`src/rtl/sorted_stream_sink.sv`:
```
// Receive endpoint for the sorter output stream: buffers one frame,
// checks key ordering, and reports length, checksum and overflow.
module sorted_stream_sink #(
  parameter int WIDTH_P    = 16,
  parameter int KEY_BITS_P = 10,
  parameter int N_MAX_P    = 256,
  parameter int ADDR_W_P   = $clog2(N_MAX_P),
  parameter int SUM_W_P    = WIDTH_P + ADDR_W_P + 1
) (
  input  logic                clk_i,
  input  logic                reset_i,
  input  logic [WIDTH_P-1:0]  s_tdata,
  input  logic                s_tvalid,
  output logic                s_tready,
  input  logic                s_tlast,
  input  logic                stall_en_i,
  input  logic                clear_i,
  input  logic [ADDR_W_P-1:0] rd_addr_i,
  output logic [WIDTH_P-1:0]  rd_data_o,
  output logic                done_o,
  output logic [ADDR_W_P:0]   len_o,
  output logic [SUM_W_P-1:0]  sum_o,
  output logic                order_err_o,
  output logic [ADDR_W_P:0]   err_idx_o,
  output logic                overflow_o
);

  localparam logic S_RECV = 1'b0;
  localparam logic S_DONE = 1'b1;
  localparam logic [ADDR_W_P:0] L_NMAX = (ADDR_W_P+1)'(N_MAX_P);

  logic                  r_state;
  logic [ADDR_W_P:0]     r_cnt;
  logic [SUM_W_P-1:0]    r_sum;
  logic                  r_oerr;
  logic [ADDR_W_P:0]     r_idx;
  logic                  r_ovf;
  logic [KEY_BITS_P-1:0] r_prev;
  logic [7:0]            r_lfsr;
  logic [WIDTH_P-1:0]    r_buf [N_MAX_P];

  logic                  w_hs;
  logic                  w_room;
  logic                  w_fb;
  logic [KEY_BITS_P-1:0] w_key;

  assign s_tready = (r_state == S_RECV) & ~clear_i
                  & ~(stall_en_i & r_lfsr[0]);
  assign w_hs   = s_tvalid & s_tready;
  assign w_room = r_cnt < L_NMAX;
  assign w_key  = s_tdata[KEY_BITS_P-1:0];
  assign w_fb   = r_lfsr[7] ^ r_lfsr[5] ^ r_lfsr[4] ^ r_lfsr[3];

  // Buffer is storage only; it is deliberately left unreset.
  always_ff @(posedge clk_i) begin
    if (w_hs && w_room)
      r_buf[r_cnt[ADDR_W_P-1:0]] <= s_tdata;
  end

  always_ff @(posedge clk_i or posedge reset_i) begin
    if (reset_i) begin
      r_state <= S_RECV;
      r_cnt   <= '0;
      r_sum   <= '0;
      r_oerr  <= 1'b0;
      r_idx   <= '0;
      r_ovf   <= 1'b0;
      r_prev  <= '0;
      r_lfsr  <= 8'hA5;
    end else begin
      r_lfsr <= {r_lfsr[6:0], w_fb};
      if (clear_i) begin
        r_state <= S_RECV;
        r_cnt   <= '0;
        r_sum   <= '0;
        r_oerr  <= 1'b0;
        r_idx   <= '0;
        r_ovf   <= 1'b0;
        r_prev  <= '0;
      end else if (w_hs) begin
        if (w_room)
          r_cnt <= r_cnt + 1'b1;
        else
          r_ovf <= 1'b1;
        r_sum <= r_sum + SUM_W_P'(s_tdata);
        // Only the first violation's index is kept.
        if (r_cnt != '0 && w_key < r_prev && !r_oerr) begin
          r_oerr <= 1'b1;
          r_idx  <= r_cnt;
        end
        r_prev <= w_key;
        if (s_tlast)
          r_state <= S_DONE;
      end
    end
  end

  assign rd_data_o   = r_buf[rd_addr_i];
  assign done_o      = (r_state == S_DONE);
  assign len_o       = r_cnt;
  assign sum_o       = r_sum;
  assign order_err_o = r_oerr;
  assign err_idx_o   = r_idx;
  assign overflow_o  = r_ovf;

endmodule

```
`config.mk`:
```
export PLATFORM = sky130hd
export DESIGN_NAME = sorted_stream_sink
export DESIGN_NICKNAME = d
export VERILOG_FILES = /design/src/rtl/sorted_stream_sink.sv
export SDC_FILE = /design/constraint.sdc
export NUM_CORES = 2
export LEC_CHECK = 0
export BUFFER_PORTS_ARGS = -buffer_cell sky130_fd_sc_hd__clkbuf_2
export CORE_UTILIZATION = 60
export CTS_BUF_LIST = sky130_fd_sc_hd__clkbuf_2
export CTS_CLUSTER_DIAMETER = 120
export CTS_CLUSTER_SIZE = 28
export DETAILED_ROUTE_END_ITERATION = 8
export PLACE_DENSITY_LB_ADDON = 0.08
export SETUP_SLACK_MARGIN = 0.5
export SYNTH_ARGS = -nofsm -noshare
export SYNTH_HDL_FRONTEND = slang
export SYNTH_SLANG_ARGS = --single-unit
```
`constraint.sdc`:
```
create_clock -name clk_i -period 6.4 [get_ports clk_i]
set_clock_uncertainty 0.05 [all_clocks]
set_input_delay 1.92 -clock clk_i [delete_from_list [all_inputs] [get_ports clk_i]]
set_output_delay 1.92 -clock clk_i [all_outputs]
set_load 0.02 [all_outputs]
```
Yosys cells after proc, flatten, opt, wreduce, memory -nomap -nowiden
Memories as Yosys holds them, arrays and structs flattened.
Cells that the tools add are included.
- bits in registers: 64
- logic and storage cells: 58
- output and inout bits: 63
- memory bits (writable): 4096
- memories kept: 1
- reductions and logical operators: 13
- $lt $le $gt $ge: 2
- multiplexer cells: 21
- $add $sub $neg: 2
- bitwise operators: 10
- equality and inequality tests: 1
- memory list (name ; words ; width ; read ports ; clocked after memory_dff ; write ports ; RTL line ; source):
    r_buf ; 256 ; 16 ; 1 ; 0 ; 1 ; 40 ; logic [WIDTH_P-1:0] r_buf [N_MAX_P];
- operators by type and width (cell ; number):
    $mux W9 ; 6
    $mux W25 ; 2
    $add A25 B16 Y25 ; 1
    $mux W10 ; 2
    $mux W1 ; 11
    $lt A10 B10 Y1 ; 1
    $add A9 B1 Y9 const B ; 1
    $lt A9 B9 Y1 const B ; 1
    $reduce_bool A9 Y1 ; 1
    $reduce_and A2 Y1 ; 4
    $reduce_bool A2 Y1 ; 4
    $and A1 B1 Y1 ; 4
    $logic_and A1 B1 Y1 ; 3
    $not A1 Y1 ; 3
    $xor A1 B1 Y1 ; 3
    $ne A2 B2 Y1 const B ; 1
    $logic_not A1 Y1 ; 1

Logic depth before layout (Yosys ltp)
- word-level depth: 7
- depth in mapped cells: 12
- mapped depth without buffers: 10

Worst setup path before layout
No wires, ideal clock.
- path kind: input to output
- start point: input rd_addr_i[1]
- end point: output rd_data_o[12]
- required time: 4.430 ns
- stages: 9
- setup slack: 0.373 ns
- arrival time: 4.057 ns
- cells stage by stage: buf_2 > or3b_2 > clkbuf_1 > clkbuf_1 > o22ai_1 > a2111oi_0 > nor4_1 > nand2_1 > a211oi_1
- longest elaborated chain between the ends: 1
- RTL lines (what ; RTL line ; source):
    start: declaration ; 18 ; input logic [ADDR_W_P-1:0] rd_addr_i,
    $mem_v2 Z256 W16 ; -- ;
    end: declaration ; 19 ; output logic [WIDTH_P-1:0] rd_data_o,
Every way passes these cells.

Final worst setup path
- start point: input rd_addr_i[1]
- end point: output rd_data_o[7]
The elaborated chain is that of the path after synthesis.

==> results.sh <==
export IMPL_post_route_min_period_ps=6950
export IMPL_netlist_area_leader_share_pct=76.7
export IMPL_core_sq_um=266000
export IMPL_rsz0062_at_grt="true"
export IMPL_drt_wl_total_mm=406
export IMPL_cts_made_buffers=166
export IMPL_synth_mux_area_share_pct=16.7
export IMPL_firstDrtPassIters=9
export IMPL_hp_class="in2reg"
export IMPL_cts_max_level=4
export IMPL_ys_top_cells_by_area="edfxtp_1 77%, mux4_2 12%, mux2i_1 3.5%"
export IMPL_failed_checks="DRC, setup timing"
export IMPL_yosys_warnings=0
export IMPL_synth_cell_type_count=59
export IMPL_yosys_area_share_xor_xnor_pct=0.109
export IMPL_dieHeight_um=519
export IMPL_placed_area_sq_um=172000
export IMPL_top_level_ports=93
export IMPL_p_leak_nw=56.0
export IMPL_fill_cells=17200
export IMPL_slew_headroom_pct=8.68
export IMPL_critPathCaptureType="output pin"
export IMPL_hold_viol=0
export IMPL_path_buf_inv=7
export IMPL_grt_pass1_wl_mm=570
export IMPL_grt_pass1_vias=77200
export IMPL_final_antenna_net_count=0
export IMPL_cts_tree="done"
export IMPL_synth_simple_area_share_pct=1.37
export IMPL_critPathLaunchType="input pin"
export IMPL_synth_main_ff_cell="edfxtp_1"
export IMPL_grt_max_degree=199
export IMPL_async_flop_share_pct=1.54
export IMPL_drtIter0Drc=10800
export IMPL_tightest_slew_ps=1370
export IMPL_placedCellCount=11400
export IMPL_critPathKind="in2out"
export IMPL_clock_sinks=4160
export IMPL_setup_ws_ps=-550
export IMPL_vias=79100
export IMPL_portBuffers=92
export IMPL_arrival_ps=4980
export IMPL_ff_latch_area_sq_um=125000
export IMPL_synth_nets=7388
export IMPL_max_vdd_ir_drop_mv=0.223
export IMPL_grt_usage_pct=30.0
export IMPL_worstPathRequired_ps=4430
export IMPL_netlist_area_sq_um=160000
export IMPL_synth_compound_area_share_pct=2.58
export IMPL_synth_top_family_by_area="multiplexers"
export IMPL_layout_cells_non_filler=11700
export IMPL_finalMaxSlewViolations=0
export IMPL_clock_path_buffers=3
export IMPL_cp_slowest_cell="nor4_2"
export IMPL_yosysTopAreaCell="edfxtp_1"
export IMPL_wire_per_inst_um=34.7
export IMPL_yosys_top_cells_count="4096 x edfxtp_1, 880 x mux4_2, 554 x mux2i_1"
export IMPL_design_die_area_sq_um=269000
export IMPL_max_cap_violations=0
export IMPL_status="finished with violations"
export IMPL_clk_latency_ps=2160
export IMPL_drc=3
export IMPL_routabilityCongestion=0.849
export IMPL_synth_edf_count=4096
export IMPL_num_rows=189
export IMPL_dp_hpwl_mm=248
export IMPL_nNetsFinal=8166
export IMPL_synth_most_common_cell="edfxtp_1"
export IMPL_final_area_sq_um=176000
export IMPL_drive_above_1_share_pct=30.8
export IMPL_setup_viol=16
export IMPL_start_util_pct=60.4
export IMPL_ys_seq_area_share_pct=77.7
export IMPL_area_delta_synth_final_pct=9.71
export IMPL_multi_input_area_sq_um=35700
export IMPL_synth_adder_area_share_pct=0.239
export IMPL_vias_per_cell=6.77
export IMPL_finalHoldWorstSlack_ps=269
export IMPL_avgSynthCellArea_sq_um=21.9
export IMPL_cts_root_buf="clkbuf_2"
export IMPL_overflow=0
export IMPL_synth_seq_cells=4160
export IMPL_clk_pin_slew_ps=570
export IMPL_crit_family="simple AND/OR/NAND/NOR gates"
export IMPL_fin_crit_sh_pct=109
export IMPL_antenna_found_initial=21
export IMPL_cpPeakStageDelay_ps=670
export IMPL_netlist_instances=7328
export IMPL_dieWidth_um=519
export IMPL_path_cells="buf_8 -> or3_4 -> buf_4 -> buf_12 -> buf_12 -> buf_4 -> o22ai_1 -> a2111oi_0 -> nor4_2 -> nand2_4 -> a211oi_4 -> buf_6 -> clkbuf_8"
export IMPL_max_freq_mhz=144
export IMPL_reg2reg_slack_ps=2580
export IMPL_worst_path_max_fanout=14
export IMPL_power_density_nw_per_um2=236
[worst min-delay path: cells and delay by family]
kind            cells  cell delay, ps
compound gates      1              70
buf+inv             2             410
simple gates        1             110
[routing by layer]
metal | share of wire [%] | wire length (um) | vias to the layer above | track usage, %
met5 | 0.019 | 78 | - | 0
met4 | 2.6 | 10500 | 12 | 7.28
met3 | 8.8 | 35600 | 442 | 4.74
met2 | 48 | 196000 | 3902 | 47.6
met1 | 40 | 164000 | 42600 | 44.5
li1 | - | - | 32100 | -
[per-stage QoR]
stage / setup slack (ps) / util, % / TNS, ps / total power [mW]
6_report: -550 / 66.3 / -6640 / 41.5
3_5_place_dp: -1320 / 64.9 / -15510 / 33.7
4_1_cts: -582 / 66.0 / -8010 / 41.6
3_3_place_gp: -1570 / 64.8 / -16050 / 33.6
5_1_grt: -506 / 66.3 / -7220 / 42.5
2_1_floorplan: 502 / - / 0 / 32.1
[worst paths after layout]
kind | start | endpoint | depth (start not counted)
max reg2reg | done_o | r_buf[70][2] | 7
min | s_tdata[7] | r_prev[7] | 4
max | rd_addr_i[1] | rd_data_o[7] | 13
max in group asynchronous | reset_i | sum_o[1] | 4
min in group asynchronous | reset_i | sum_o[9] | 4
min reg2reg | r_lfsr[6] | r_lfsr[7] | 0
[power by group]
part | switching [mW] | internal [mW]
Sequential | 0.0271 | 30.0
Clock | 7.29 | 0.843
Combinational | 2.01 | 1.37
Total | 9.33 | 32.2
[sequential cells by signal, indices dropped and copies added (netlist names), 8 cells and up]
signal and flops:
err_idx_o 9, r_lfsr 8, r_prev 10, sum_o 25
r_buf 4096, len_o 9
[logic make-up after synthesis]
group / count (synthesis)
XOR/XNOR: 20
adder cells (fa/ha/maj): 30
AND/OR/NAND/NOR: 512
AO/OA/AOI/OAI: 596
buffers and inverters: 448
flip-flops: 4160
multiplexers: 1562
[repair_timing]
action                                 4_1_cts  5_1_grt
pin swaps                                   30       12
endpoints found under the hold margin      498        0
buffers inserted                             5       17
resized for setup                          338       95
hold buffers                                23        0
gates cloned                                 3        9
setup endpoints to repair                   16       16
[cells in the final DEF, fill, tap and decap left out, drive strengths merged, types with 10 or more instances in the layout]
cell type	n
inv	27
nand2	95
mux4	880
mux2i	554
nor3	10
nor2b	10
clkbuf	265
a2111oi	128
buf	932
a21o	10
mux2	128
nor2	295
dfrtp	60
a21oi	40
dlygate4sd3	23
ha	29
xor2	11
o22ai	256
diode	16
o21ai	43
nand3	29
nor4	35
edfxtp	4096
o31ai	10
a22oi	47
o211ai	17
a211oi	22
[cell type report]
type                    count  area share [%]
inverters                  23          0.0491
repair buffers           1035            5.75
clock buffers             187           0.532
clock inverters             9          0.0604
diodes                     16          0.0228
well taps                3533            2.51
flip-flops and latches   4160            70.8
multi-input cells        2720            20.3
Note: power is estimated with default switching activity, not from simulation.
